==> config.mk <==
export PLATFORM = sky130hd
export DESIGN_NAME = sd_cmd_engine
export DESIGN_NICKNAME = d
export VERILOG_FILES = /design/src/rtl/sd_pkg.sv /design/src/rtl/crc7_serial.sv /design/src/rtl/sd_cmd_engine.sv
export SDC_FILE = /design/constraint.sdc
export NUM_CORES = 1
export LEC_CHECK = 0
export CORE_MARGIN = 4
export CORE_UTILIZATION = 43
export CTS_CLUSTER_DIAMETER = 40
export DETAILED_ROUTE_END_ITERATION = 12
export HOLD_SLACK_MARGIN = 0.12
export PLACE_DENSITY_LB_ADDON = 0.3
export SYNTH_ARGS = -nofsm -noshare
export SYNTH_HDL_FRONTEND = slang
export SYNTH_SLANG_ARGS = --single-unit
==> constraint.sdc <==
create_clock -name clk -period 3.77 [get_ports clk]
set_clock_uncertainty 0.1 [all_clocks]
set_input_delay 1.131 -clock clk [delete_from_list [all_inputs] [get_ports clk]]
set_output_delay 1.131 -clock clk [all_outputs]
set_load 0.1 [all_outputs]
==> src/rtl/sd_pkg.sv <==
`default_nettype none
// sd_pkg: shared types, frame lengths and CRC7 step for the SD command engine.
// Revision: 1.0
package sd_pkg;

   typedef enum logic [2:0] {
      ST_IDLE = 3'd0,
      ST_TX   = 3'd1,
      ST_WAIT = 3'd2,
      ST_RX   = 3'd3,
      ST_GAP  = 3'd4
   } state_t;

   typedef enum logic [1:0] {
      RESP_NONE        = 2'b00,
      RESP_SHORT       = 2'b01,
      RESP_LONG        = 2'b10,
      RESP_SHORT_NOCRC = 2'b11
   } resp_t;

   localparam int CMD_LEN  = 48;
   localparam int LONG_LEN = 136;

   // One serial step of CRC7, generator x^7 + x^3 + 1.
   function automatic logic [6:0] crc7_step(input logic [6:0] crc, input logic din);
      logic fb;
      fb = din ^ crc[6];
      return {crc[5:0], 1'b0} ^ (fb ? 7'h09 : 7'h00);
   endfunction

endpackage
`default_nettype wire

==> src/rtl/crc7_serial.sv <==
`default_nettype none
// crc7_serial: bit-serial CRC7 accumulator with synchronous clear (clear wins over enable).
// Revision: 1.0
module crc7_serial
   import sd_pkg::*;
(
   input  logic       clk,
   input  logic       rst,
   input  logic       clear,
   input  logic       enable,
   input  logic       bit_in,
   output logic [6:0] crc
);

   always_ff @(posedge clk) begin
      if (!rst || clear) begin
         crc <= '0;
      end else if (enable) begin
         crc <= crc7_step(crc, bit_in);
      end
   end

endmodule
`default_nettype wire

==> src/rtl/sd_cmd_engine.sv <==
`default_nettype none
// sd_cmd_engine: SD card CMD-line engine - sends a 48-bit command, collects the response, checks CRC7.
// Revision: 1.0
module sd_cmd_engine
   import sd_pkg::*;
#(
   parameter int CLK_DIV = 4,
   parameter int NCR_MAX = 64,
   parameter int NRC_GAP = 8
) (
   input  logic         clk,
   input  logic         rst,
   input  logic         i_start,
   input  logic [5:0]   i_cmd_idx,
   input  logic [31:0]  i_arg,
   input  logic [1:0]   i_resp_type,
   output logic         o_busy,
   output logic         o_done,
   output logic [2:0]   o_status,
   output logic [127:0] o_resp,
   output logic [5:0]   o_resp_idx,
   output logic         o_sd_clk,
   input  logic         i_sd_cmd,
   output logic         o_sd_cmd,
   output logic         o_sd_cmd_oe
);

   localparam int             DW             = (CLK_DIV > 2) ? $clog2(CLK_DIV) : 1;
   localparam logic [DW-1:0]  DIV_LAST       = DW'(CLK_DIV - 1);
   localparam logic [DW-1:0]  DIV_HALF       = DW'(CLK_DIV / 2);
   localparam logic [15:0]    NCR_LAST       = 16'(NCR_MAX - 1);
   localparam logic [15:0]    GAP_LAST       = 16'(NRC_GAP - 1);
   localparam logic [7:0]     TX_END         = 8'(CMD_LEN);
   localparam logic [7:0]     TX_CRC_POS     = 8'(CMD_LEN - 8);
   localparam logic [7:0]     SHORT_LAST     = 8'(CMD_LEN - 2);
   localparam logic [7:0]     LONG_LAST      = 8'(LONG_LEN - 2);
   localparam logic [7:0]     SHORT_CRC_END  = 8'(CMD_LEN - 9);
   localparam logic [7:0]     LONG_CRC_BEGIN = 8'd7;
   localparam logic [7:0]     LONG_CRC_END   = 8'(LONG_LEN - 9);

   state_t               state;
   resp_t                resp_type;
   logic [DW-1:0]        div_cnt;
   logic [7:0]           bit_cnt;
   logic [15:0]          tmr;
   logic [CMD_LEN-1:0]   tx_sr;
   logic [126:0]         rx_sr;
   logic [127:0]         rx_next;
   logic [7:0]           rx_last;
   logic                 rx_crc_bit;
   logic                 rise, fall;
   logic                 crc_clear, crc_en, crc_bit;
   logic [6:0]           crc;

   always_ff @(posedge clk) begin
      if (!rst)                    div_cnt <= '0;
      else if (div_cnt == DIV_LAST) div_cnt <= '0;
      else                          div_cnt <= div_cnt + 1'b1;
   end

   assign rise     = (div_cnt == DIV_HALF);
   assign fall     = (div_cnt == '0);
   assign o_sd_clk = (div_cnt >= DIV_HALF);

   // Response frame position of the current bit is bit_cnt+1 (start bit already seen in WAIT).
   assign rx_next    = {rx_sr, i_sd_cmd};
   assign rx_last    = (resp_type == RESP_LONG) ? LONG_LAST : SHORT_LAST;
   assign rx_crc_bit = (resp_type == RESP_LONG) ? (bit_cnt >= LONG_CRC_BEGIN && bit_cnt < LONG_CRC_END)
                                                : (bit_cnt < SHORT_CRC_END);

   assign crc_clear = (state == ST_IDLE && i_start) || (state == ST_TX && fall && bit_cnt == TX_END);
   assign crc_en    = (state == ST_TX && fall && bit_cnt < TX_CRC_POS) ||
                      (state == ST_RX && rise && rx_crc_bit);
   assign crc_bit   = (state == ST_TX) ? tx_sr[CMD_LEN-1] : i_sd_cmd;

   crc7_serial u_crc (
      .clk    (clk),
      .rst    (rst),
      .clear  (crc_clear),
      .enable (crc_en),
      .bit_in (crc_bit),
      .crc    (crc)
   );

   always_ff @(posedge clk) begin
      if (!rst) begin
         state       <= ST_IDLE;
         resp_type   <= RESP_NONE;
         bit_cnt     <= '0;
         tmr         <= '0;
         tx_sr       <= '0;
         rx_sr       <= '0;
         o_busy      <= 1'b0;
         o_done      <= 1'b0;
         o_status    <= '0;
         o_resp      <= '0;
         o_resp_idx  <= '0;
         o_sd_cmd    <= 1'b1;
         o_sd_cmd_oe <= 1'b0;
      end else begin
         o_done <= 1'b0;
         case (state)
            ST_IDLE: begin
               if (i_start) begin
                  tx_sr      <= {2'b01, i_cmd_idx, i_arg, 8'h00};
                  resp_type  <= resp_t'(i_resp_type);
                  o_busy     <= 1'b1;
                  o_status   <= '0;
                  o_resp     <= '0;
                  o_resp_idx <= '0;
                  bit_cnt    <= '0;
                  state      <= ST_TX;
               end
            end
            ST_TX: begin
               if (fall) begin
                  if (bit_cnt == TX_END) begin
                     o_sd_cmd_oe <= 1'b0;
                     o_sd_cmd    <= 1'b1;
                     bit_cnt     <= '0;
                     tmr         <= '0;
                     state       <= (resp_type == RESP_NONE) ? ST_GAP : ST_WAIT;
                  end else begin
                     o_sd_cmd_oe <= 1'b1;
                     bit_cnt     <= bit_cnt + 8'd1;
                     // CRC is final once the 40 covered bits are out; splice it plus the end bit in.
                     if (bit_cnt == TX_CRC_POS) begin
                        o_sd_cmd <= crc[6];
                        tx_sr    <= {crc[5:0], 1'b1, {(CMD_LEN-7){1'b0}}};
                     end else begin
                        o_sd_cmd <= tx_sr[CMD_LEN-1];
                        tx_sr    <= {tx_sr[CMD_LEN-2:0], 1'b0};
                     end
                  end
               end
            end
            ST_WAIT: begin
               if (rise) begin
                  if (!i_sd_cmd) begin
                     bit_cnt <= '0;
                     state   <= ST_RX;
                  end else if (tmr == NCR_LAST) begin
                     o_status[0] <= 1'b1;
                     tmr         <= '0;
                     state       <= ST_GAP;
                  end else begin
                     tmr <= tmr + 16'd1;
                  end
               end
            end
            ST_RX: begin
               if (rise) begin
                  rx_sr <= rx_next[126:0];
                  if (bit_cnt == rx_last) begin
                     o_status[2] <= (resp_type != RESP_SHORT_NOCRC) && (crc != rx_sr[6:0]);
                     o_status[1] <= !i_sd_cmd;
                     if (resp_type == RESP_LONG) begin
                        o_resp     <= rx_next;
                        o_resp_idx <= '0;
                     end else begin
                        o_resp     <= {96'd0, rx_next[39:8]};
                        o_resp_idx <= rx_next[45:40];
                     end
                     tmr   <= '0;
                     state <= ST_GAP;
                  end else begin
                     bit_cnt <= bit_cnt + 8'd1;
                  end
               end
            end
            ST_GAP: begin
               o_sd_cmd    <= 1'b1;
               o_sd_cmd_oe <= 1'b0;
               if (rise) begin
                  if (tmr == GAP_LAST) begin
                     o_done <= 1'b1;
                     o_busy <= 1'b0;
                     state  <= ST_IDLE;
                  end else begin
                     tmr <= tmr + 16'd1;
                  end
               end
            end
            default: state <= ST_IDLE;
         endcase
      end
   end

endmodule
`default_nettype wire

## After elaboration in Yosys (flattened, before gate mapping)

Cells that the tools add are included.

| cells by class | value |
|---|---|
| equality and inequality tests | 29 |
| $mul | 0 |
| $add $sub $neg | 3 |
| bitwise operators | 3 |
| reduce and logical (&&, ||, !) cells | 35 |
| shift operators | 0 |
| $lt $le $gt $ge | 5 |
| muxes and demuxes | 69 |
| div/mod/pow operators | 0 |

Operators by type and width:

| operator | number |
|---|---|
| 128-bit two-way mux | 4 |
| 128-bit case mux with 2 select lines | 1 |
| 48-bit two-way mux | 4 |
| 16-bit two-way mux | 9 |
| 48-bit case mux with 2 select lines | 1 |
| 8-bit two-way mux | 8 |
| 16-bit case mux with 4 select lines | 1 |
| 3-bit two-way mux | 12 |
| 8-bit case mux with 4 select lines | 1 |
| 2-bit != test (second input constant) | 13 |
| 6-bit two-way mux | 4 |
| 9-bit AND reduction | 2 |
| 16-bit by 1-bit adder with 16-bit output (second input constant) | 1 |
| 16-bit by 3-bit == test with 1-bit output (second input constant) | 1 |
| 16-bit by 6-bit == test with 1-bit output (second input constant) | 1 |
| 8-bit by 6-bit == test with 1-bit output (second input constant) | 2 |
| 8-bit by 6-bit < comparator with 1-bit output (second input constant) | 2 |
| 3-bit case mux with 5 select lines | 1 |
| 1-bit two-way mux | 14 |
| 6-bit case mux with 2 select lines | 1 |
| 4-bit AND reduction | 3 |
| 2-bit nonzero test | 5 |
| 8-bit by 1-bit adder with 8-bit output (second input constant) | 1 |
| 8-bit == test | 1 |
| 29 further kinds | 51 |

| word-level totals | value |
|---|---|
| bits of input ports | 44 |
| bits in latches | 0 |
| bits in registers | 354 |
| memories | 0 |
| RAM bits | 0 |
| bits in read-only memories | 0 |

## Longest topological paths before layout

Gate-level depths: netlist (run 1).

| depth | value |
|---|---|
| word-level depth | 6 |
| depth in mapped cells | 10 |

## Cells and area by module

A second synthesis (run 1) with hierarchy kept.

| unflattened totals | value |
|---|---|
| cell total of the unflattened synthesis | 1783 |
| area, all modules | 14549.0 µm² |

Modules (own cells, without submodules):

| module | cells an instance | area each (µm²) | times used |
|---|---|---|---|
| sd_cmd_engine | 1755 | 14251.2 | 1 |
| crc7_serial | 28 | 297.8 | 1 |

## Worst setup path before layout (run 1)

OpenSTA, ideal clock, no wires.

| timing path | value |
|---|---|
| path kind | input to register |
| from | input port i_sd_cmd |
| to | register tmr[2] |
| setup time | 0.070 ns |
| data required time | 3.600 ns |
| slack | 0.999 ns |
| cell stages on the path | 8 |
| arrival time | 2.600 ns |
| cell sequence | clkbuf_1 > nand3_1 > a21boi_0 > o22ai_1 > nand4_2 > buf_4 > or3b_1 > a21oi_1 |

| between the ends | value |
|---|---|
| word-level cells in the longest chain between the ends | 2 |

RTL lines:

| element | line | source |
|---|---|---|
| start: declaration | sd_cmd_engine.sv:23 | `input logic i_sd_cmd,` |
| 2-bit != test (no line) | n/a |  |
| 9-bit AND reduction (no line) | n/a |  |
| end signal: assignment | sd_cmd_engine.sv:147 | `tmr <= tmr + 16'd1;` |
| end signal: assignment | sd_cmd_engine.sv:180 | `tmr <= tmr + 16'd1;` |
| end: declaration | sd_cmd_engine.sv:45 | `logic [15:0] tmr;` |

No other way between the ends.
A chain may end at the register's enable or synchronous reset.

## Worst setup path after layout (run 1)

| timing path | value |
|---|---|
| from | register tmr[0] |
| to | register tmr[2] |

| between the ends | value |
|---|---|
| word-level cells in the longest chain between the ends | 5 |

RTL lines:

| element | line | source |
|---|---|---|
| 16-bit by 1-bit adder with 16-bit output / 16-bit by 6-bit == test with 1-bit output (equally long branches) | sd_cmd_engine.sv:147, sd_cmd_engine.sv:180, sd_cmd_engine.sv:142 |  |
| 16-bit two-way mux | sd_cmd_engine.sv:142 | `end else if (tmr == NCR_LAST) begin` |
| 16-bit two-way mux | sd_cmd_engine.sv:139 | `if (!i_sd_cmd) begin` |
| 16-bit two-way mux | sd_cmd_engine.sv:138 | `if (rise) begin` |
| 16-bit case mux with 4 select lines | sd_cmd_engine.sv:102 | `case (state)` |

Several ways; a longest one is shown, not always the timed one. The select of a mux whose other input is x is not followed.

==> metrics.csv, run 1 <==
stage,metric,value,unit
drt,DRT iter0 DRCs,1047,
synthesis,Mapped Cells,1717,
setup_path,Worst EP required,4.13,ns
layout,Non-Filler Instances,2272,
floorplanning,die area,35200,um2
synthesis,Mean Syn Cell Area,8.08,um2
synthesis,Post-Syn Nets,1769,
pwr,clock group share of total power,44.8,%
setup_path,slowest library cell on the worst path,o31ai_2,
setup_path,CP startpoint kind,register,
placement,global placement routability congestion,0.795,
floorplanning,I/O pins,186,
layout,area grow syn2layout,25.0,%
sta,Worst slew margin,15.7,%
sta,"Hold Vio Cnt, Final",0,
worst_hold_path,Hold Crit Class,reg2reg,
setup_path,Setup crit end,tmr[2],
cts,Hold Buf Count CTS,0,
global_route,vias in the first global route,11300,
sta,worst slew pin tran,1.26,ns
run,max_cap viols,0,
pwr,switching power,0.00300,W
placement,number of port buffers,185,
synthesis,"flops & latches, synth",346,
global_route,grt ovf,0,
drt,Routed Antenna Nets,0,
cts,clock-pin slew on the worst setup and hold paths,0.06,ns
setup_path,Critical Path AT,3.70,ns
sta,part of the cycle the worst path needs,88.8,%
setup_path,"critical path, cell by cell",ha_1 > nand3_1 > nor4_1 > o31ai_2 > nand4_2 > buf_4 > or3b_1 > a21oi_1,
setup_path,r2r setup slk,0.42,ns
cts,CTS max path bufs,3,
cts,clock sink count,346,
sta,setup ws final,0.424,ns
cts,clock latency on the worst-skew pair,0.54,ns
global_route,largest net degree at the start of global routing,143,
pwr,Static Leak,6.25,nW
sta,Setup-failing EPs final,0,
setup_path,reg-to-reg endpoint,tmr[2],
synthesis,Synth Area in Compound Gates,15.8,%
sta,FMAX,0.299,GHz
cts,clk root buf,clkbuf_16,
setup_path,CP Max Fanout,16,
cts,post-CTS sizing,0,
placement,DP HPWL,21000,um
sta,Max Slew Vio Count,0,
synthesis,main combinational cell family by area after synthesis,simple AND/OR/NAND/NOR gates,
cts,TritonCTS clock tree,yes,
drt,DR vias,12400,
setup_path,CP peak stage delay,1.04,ns
pwr,Comb pwr share,16.7,%
global_route,first-pass GRT wire length,58000,um
setup_path,CP startpoint,tmr[0],
global_route,antenna violations before repair,1,
synthesis,multiplexer share of the synthesized area,3.83,%
floorplanning,Starting Density,43.8,%
run_status,status,finished clean,
layout,Total Nets Final,1884,
drt,Pre-antenna DRT Iters,5,
floorplanning,Rows,65,
synthesis,count of cell types in the netlist,69,
setup_path,worst path bufs/invs,1,
cts,Num CTS Buffers,46,
setup_path,R2R depth,8,
sta,final hold slack,0.348,ns
pwr,maximum VDD drop,0.436,mV
synthesis,sequential share of the synthesized area,49.9,%
pwr,Seq pwr share,38.5,%
synthesis,Post-synth EDFFs,0,
floorplanning,die height,188,um
synthesis,Synth Area in Adders,0.721,%
setup_path,Levels on crit path,8,
synthesis,Post-Syn Area,13900,um2
layout,final core occ,54.7,%
setup_path,Crit path max-delay family,compound AO/OA/AOI/OAI gates,
synthesis,"Top FF cell, synth",dfxtp_1,
pwr,PwrDens,605,nW/um2
floorplanning,DIE WIDTH,188,um
synthesis,XOR/XNOR Fraction of Synth Area,0.568,%
drt,drc violations,0,
floorplanning,Core ar.,31700,um2
cts,post-CTS setup repair buffer count,0,
cts,H-tree depth,2,
placement,DP Cell Count,2186,
pwr,total internal power,0.00750,W
global_route,Total GRT Usage,19.0,%
sta,min Tclk post-route,3.35,ns
drt,wire per inst,15.5,um
sta,Setup TNS,0,ns
placement,pre-CTS WS,0.430,ns
setup_path,crit path kind,reg2reg,
layout,share of cells above drive strength 1,16.8,%
drt,drt via density,5.45,
sta,RSZ-0062 raised after global routing,no,
synthesis,Synth Warn #,0,
pwr,sw frac,28.6,%
synthesis,fraction of registers with async set/reset,0,%
drt,DRT Wirelength,35200,um
synthesis,Post-Synth Simple-Gate Area,24.7,%
setup_path,Crit. End Element,register,
setup_path,Worst R2R Start,tmr[0],
[synth_stat cells, drive strengths merged (3+ instances only)]
cell / n / area [um2]
nand4: 5 / 52.6
or3b: 9 / 78.8
nor4b: 4 / 41.3
o22ai: 4 / 25.0
buf: 28 / 134
a211oi: 6 / 45.0
o21ai: 23 / 119
a21oi: 298 / 1500
or3: 6 / 37.5
nor4: 4 / 40.0
nor2: 68 / 258
dfxtp: 346 / 6930
or2: 5 / 31.3
a311oi: 3 / 26.3
a221oi: 32 / 280
mux2: 33 / 372
nand2: 421 / 1580
inv: 12 / 45.0
nor2b: 5 / 31.3
xor2: 4 / 35.0
nor3: 37 / 190
and3: 6 / 37.5
xnor2: 5 / 43.8
nor3b: 4 / 30.0
nand2b: 3 / 18.8
nand4b: 3 / 26.3
and2: 5 / 31.3
clkbuf: 117 / 440
mux2i: 16 / 160
nand3: 152 / 761
o21a: 3 / 22.5
ha: 8 / 100
or4: 12 / 97.6
[power by group through the flow]
| stage | Clock [W] | Sequential [W] | Combinational, W |
|---|---|---|---|
| CTS | 0.00480 | 0.00404 | 0.00176 |
| floorplan | 0 | 0.00417 | 0.00122 |
| global placement | 0 | 0.00411 | 0.00172 |
| finish | 0.00470 | 0.00404 | 0.00175 |
| detailed placement | 0 | 0.00412 | 0.00175 |
| global route | 0.00496 | 0.00407 | 0.00194 |
[worst min-delay path by stage]
stage | depth (start not counted) | slack, ns | end | startpoint
6_report | 2 | 0.35 | o_resp[27] | o_resp[27]
4_1_cts | 2 | 0.35 | o_resp[27] | o_resp[27]
3_3_place_gp | 1 | 0.34 | div_cnt[0] | div_cnt[0]
5_1_grt | 2 | 0.37 | o_resp[43] | o_resp[43]
3_5_place_dp | 2 | 0.34 | o_resp[60] | o_resp[60]
2_1_floorplan | 1 | 0.33 | div_cnt[0] | div_cnt[0]
[through the flow]
step | power (W) | area, um2
after floorplan | 0.00539 | 13900
after global placement | 0.00583 | 15700
after detailed placement | 0.00587 | 15700
after CTS | 0.0106 | 17300
after global routing | 0.0110 | 17300
final | 0.0105 | 17300
[cells in the final DEF (no fill, tap or decap), types with 7 or more instances in the layout]
master and n:
a21oi_1 296, a221oi_1 32, buf_12 8, buf_4 161
bufinv_16 9, clkbuf_16 47, clkdlybuf4s50_1 43, clkinvlp_4 7
dfxtp_1 346, ha_1 8, inv_1 11, mux2_2 33
mux2i_1 16, nand2_1 421, nand3_1 152, nor2_1 66
nor3_1 36, o21ai_0 22, or3b_2 7, or4_1 10
[metal layers]
layer,vias up,GRT usage [%],wire length (um)
met4,0,5.34,653
met3,46,3.44,1870
met2,321,29.5,16100
met5,-,0,0
li1,6154,-,-
met1,5860,27.2,16600
[sequential cells by signal, summed over array words and instances, names as in the netlist]
signal and count:
div_cnt 2, o_resp_idx 6, bit_cnt 8, rx_sr 127, o_status 3, tmr 16, o_busy 1, state 3
o_resp 128, o_done 1, u_crc.crc 7, o_sd_cmd_oe 1, o_sd_cmd 1, resp_type 2, tx_sr 40
[layout make-up]
class | instances | area [um2]
antenna | 1 | 2.50
clock buffer | 57 | 1260
clock inverter | 28 | 432
fill | 2917 | 14400
inverter | 12 | 52.6
multi-input combinational | 1214 | 6370
sequential | 346 | 6930
tap | 402 | 503
timing repair buffer | 212 | 1800
[worst register-to-register path, stage by stage (launching register included)]
cell and delay (ns):
dfxtp_1 0.36, ha_1 0.22, nand3_1 0.18, nor4_1 0.15, o31ai_2 1.04, nand4_2 0.44
buf_4 0.28, or3b_1 0.37, a21oi_1 0.15
[kinds of logic (layout without fill, tap and decap cells)]
| family | count (synthesis) | after routing |
|---|---|---|
| muxes | 49 | 49 |
| adders and majority gates | 8 | 8 |
| and+or+nand+nor | 759 | 759 |
| buffers and inverters | 157 | 309 |
| AOI/OAI and AO/OA | 389 | 389 |
| xor gates and xnor gates | 9 | 9 |
| DFF | 346 | 346 |
| other | 0 | 1 |
Note: power is estimated with default switching activity, not from simulation.
==> run 2: changes to the inputs <==
SLEW_MARGIN = 25   (was default)
==> run 2 against run 1 <==
Compared with the run above: cell count hardly changed; maximum frequency is 9.7% higher; cell area is 0.58% lower; sequential power hardly changed; largest power group unchanged; highest routed layer is now met5.
==> metrics.csv, run 2 (synthesis gave the netlist of run 1 again) <==
stage,metric,value,unit,change
layout,"most common cell after layout, fill and taps aside",nand2_1,,
run_status,status,finished clean,,
sta,Worst slew margin,35.0,%,+19 points
pwr,Comb pwr share,17.2,%,+0.5 points
sta,min Tclk post-route,3.05,ns,-0.295 ns
global_route,Total GRT Usage,18.8,%,-0.15 points
drt,Pre-antenna DRT Iters,5,,unchanged
cts,post-CTS sizing,0,,unchanged
floorplanning,die area,35200,um2,unchanged
setup_path,slowest library cell on the worst path,dfxtp_1,,
floorplanning,Starting Density,43.8,%,unchanged
pwr,Final Power,0.0101,W,-3.3%
placement,number of port buffers,185,,unchanged
pwr,PwrDens,588,nW/um2,-2.7%
global_route,largest net degree at the start of global routing,143,,unchanged
global_route,antenna violations before repair,2,,+1
floorplanning,die height,188,um,unchanged
layout,most frequent cells in the layout,"nand2_1 (421), dfxtp_1 (346), a21oi_1 (296)",,
setup_path,Crit. End Element,primary output,,
cts,Num CTS Buffers,46,,unchanged
setup_path,Critical Path AT,1.82,ns,-1.88 ns
floorplanning,I/O pins,186,,unchanged
sta,Max Slew Vio Count,0,,unchanged
sta,worst slew pin tran,0.966,ns,-0.290 ns
sta,Setup-failing EPs final,0,,unchanged
sta,"Hold Vio Cnt, Final",0,,unchanged
pwr,total internal power,0.00715,W,-4.6%
drt,drt via density,5.44,,-0.18%
layout,max reg flops,128,,unchanged
drt,wire per inst,15.4,um,-0.56%
cts,TritonCTS clock tree,yes,,
cts,H-tree depth,2,,unchanged
global_route,vias in the first global route,11400,,+0.56%
layout,largest registers,"o_resp: 128 flops, rx_sr: 127 flops, tx_sr: 40 flops",,
layout,share of cells above drive strength 1,16.7,%,-0.071 points
cts,clock sink count,346,,unchanged
placement,DP HPWL,21100,um,+0.46%
worst_hold_path,Hold Crit Class,reg2reg,,
drt,DR vias,12400,,-0.089%
run,max_cap viols,0,,unchanged
cts,Hold Buf Count CTS,0,,unchanged
setup_path,CP peak stage delay,0.35,ns,-0.69 ns
drt,DRT iter0 DRCs,934,,-11%
layout,area grow syn2layout,24.3,%,
pwr,maximum VDD drop,0.413,mV,-5.3%
cts,CTS max path bufs,3,,unchanged
cts,clock-pin slew on the worst setup and hold paths,0.06,ns,about the same
pwr,sw frac,29.5,%,+0.94 points
setup_path,"critical path, cell by cell",inv_1 > ha_1 > or2_2 > buf_4,,
drt,Routed Antenna Nets,0,,unchanged
layout,Biggest register,o_resp,,
layout,Total Nets Final,1885,,+0.053%
cts,clk root buf,clkbuf_16,,
floorplanning,DIE WIDTH,188,um,unchanged
global_route,grt ovf,0,,unchanged
setup_path,crit path kind,reg2out,,
sta,RSZ-0062 raised after global routing,no,,
drt,drc violations,0,,unchanged
sta,Setup TNS,0,ns,unchanged
floorplanning,Core ar.,31700,um2,unchanged
cts,post-CTS setup repair buffer count,0,,unchanged
setup_path,Worst EP required,2.54,ns,-1.59 ns
placement,global placement routability congestion,0.795,,unchanged
sta,final hold slack,0.349,ns,+0.000433 ns
floorplanning,Rows,65,,unchanged
cts,clock latency on the worst-skew pair,0.54,ns,about the same
global_route,first-pass GRT wire length,57500,um,-0.82%
sta,FMAX,0.328,GHz,+9.7%
pwr,Static Leak,6.21,nW,-0.78%
setup_path,CP Max Fanout,9,,-7
sta,part of the cycle the worst path needs,80.9,%,-7.8 points
setup_path,CP startpoint kind,register,,
pwr,clock group share of total power,42.9,%,-1.9 points
pwr,Seq pwr share,39.9,%,+1.4 points
drt,DRT Wirelength,35000,um,-0.47%
pwr,switching power,0.00300,W,-0.10%
run 2: cell types whose count changed in the layout (fill, tap and decap cells not counted), moves of 2 or more:
cell,change
clkinv_2,+2
clkbuf_8,-2
bufinv_16,-4
inv_8,-2
inv_6,+5
clkbuf_1,+3
run 2: area by class of cell:
class,count,area (um2)
well taps,402,503
repair buffers,213,1830
fillers,2973,14500
flip-flops and latches,346,6930
multi-input cells,1214,6380
clock buffers,57,1220
diodes,1,2.50
clock inverters,29,335
inverters,12,52.6
run 2: power groups by stage:
| stage | combinational (W) | sequential, W | clock (W) |
|---|---|---|---|
| after floorplan | 0.00122 | 0.00417 | 0 |
| after CTS | 0.00176 | 0.00404 | 0.00445 |
| final | 0.00175 | 0.00405 | 0.00436 |
| after global routing | 0.00194 | 0.00407 | 0.00461 |
| after global placement | 0.00172 | 0.00411 | 0 |
| after detailed placement | 0.00176 | 0.00412 | 0 |
run 2: path summary, 6_finish.rpt:
path                    from         end  slack, ns  cells past startpoint
hold / removal    o_resp[60]  o_resp[60]       0.35                      2
hold reg to reg   o_resp[60]  o_resp[60]       0.35                      2
setup / recovery  div_cnt[0]    o_sd_clk       0.72                      4
setup reg to reg      tmr[6]      tmr[2]       0.76                      7
run 2: routing by layer:
layer	track usage, %	routed length [um]	share of wire, %
met1	26.8	16400	47
met2	28.9	15800	45
met3	3.78	2040	5.8
met4	5.96	760	2.2
met5	0	13	0.037
run 2: worst max-delay path: cells and delay by family (launching register included):
kind | cells | cell delay, ns
adders and majority gates | 1 | 0.32
buffers and inverters | 2 | 0.31
DFF | 1 | 0.35
and+or+nand+nor | 1 | 0.32
run 2: through the flow:
step                      instances  util [%]  worst slack (ns)  area, um2
after floorplan                1717         -             0.999      13900
after global placement         2186      49.3             0.461      15700
after detailed placement       2186      49.4             0.452      15700
after CTS                      2272      54.3             0.684      17200
after global routing           2274      54.4             0.610      17200
final                          2274      54.4             0.719      17200
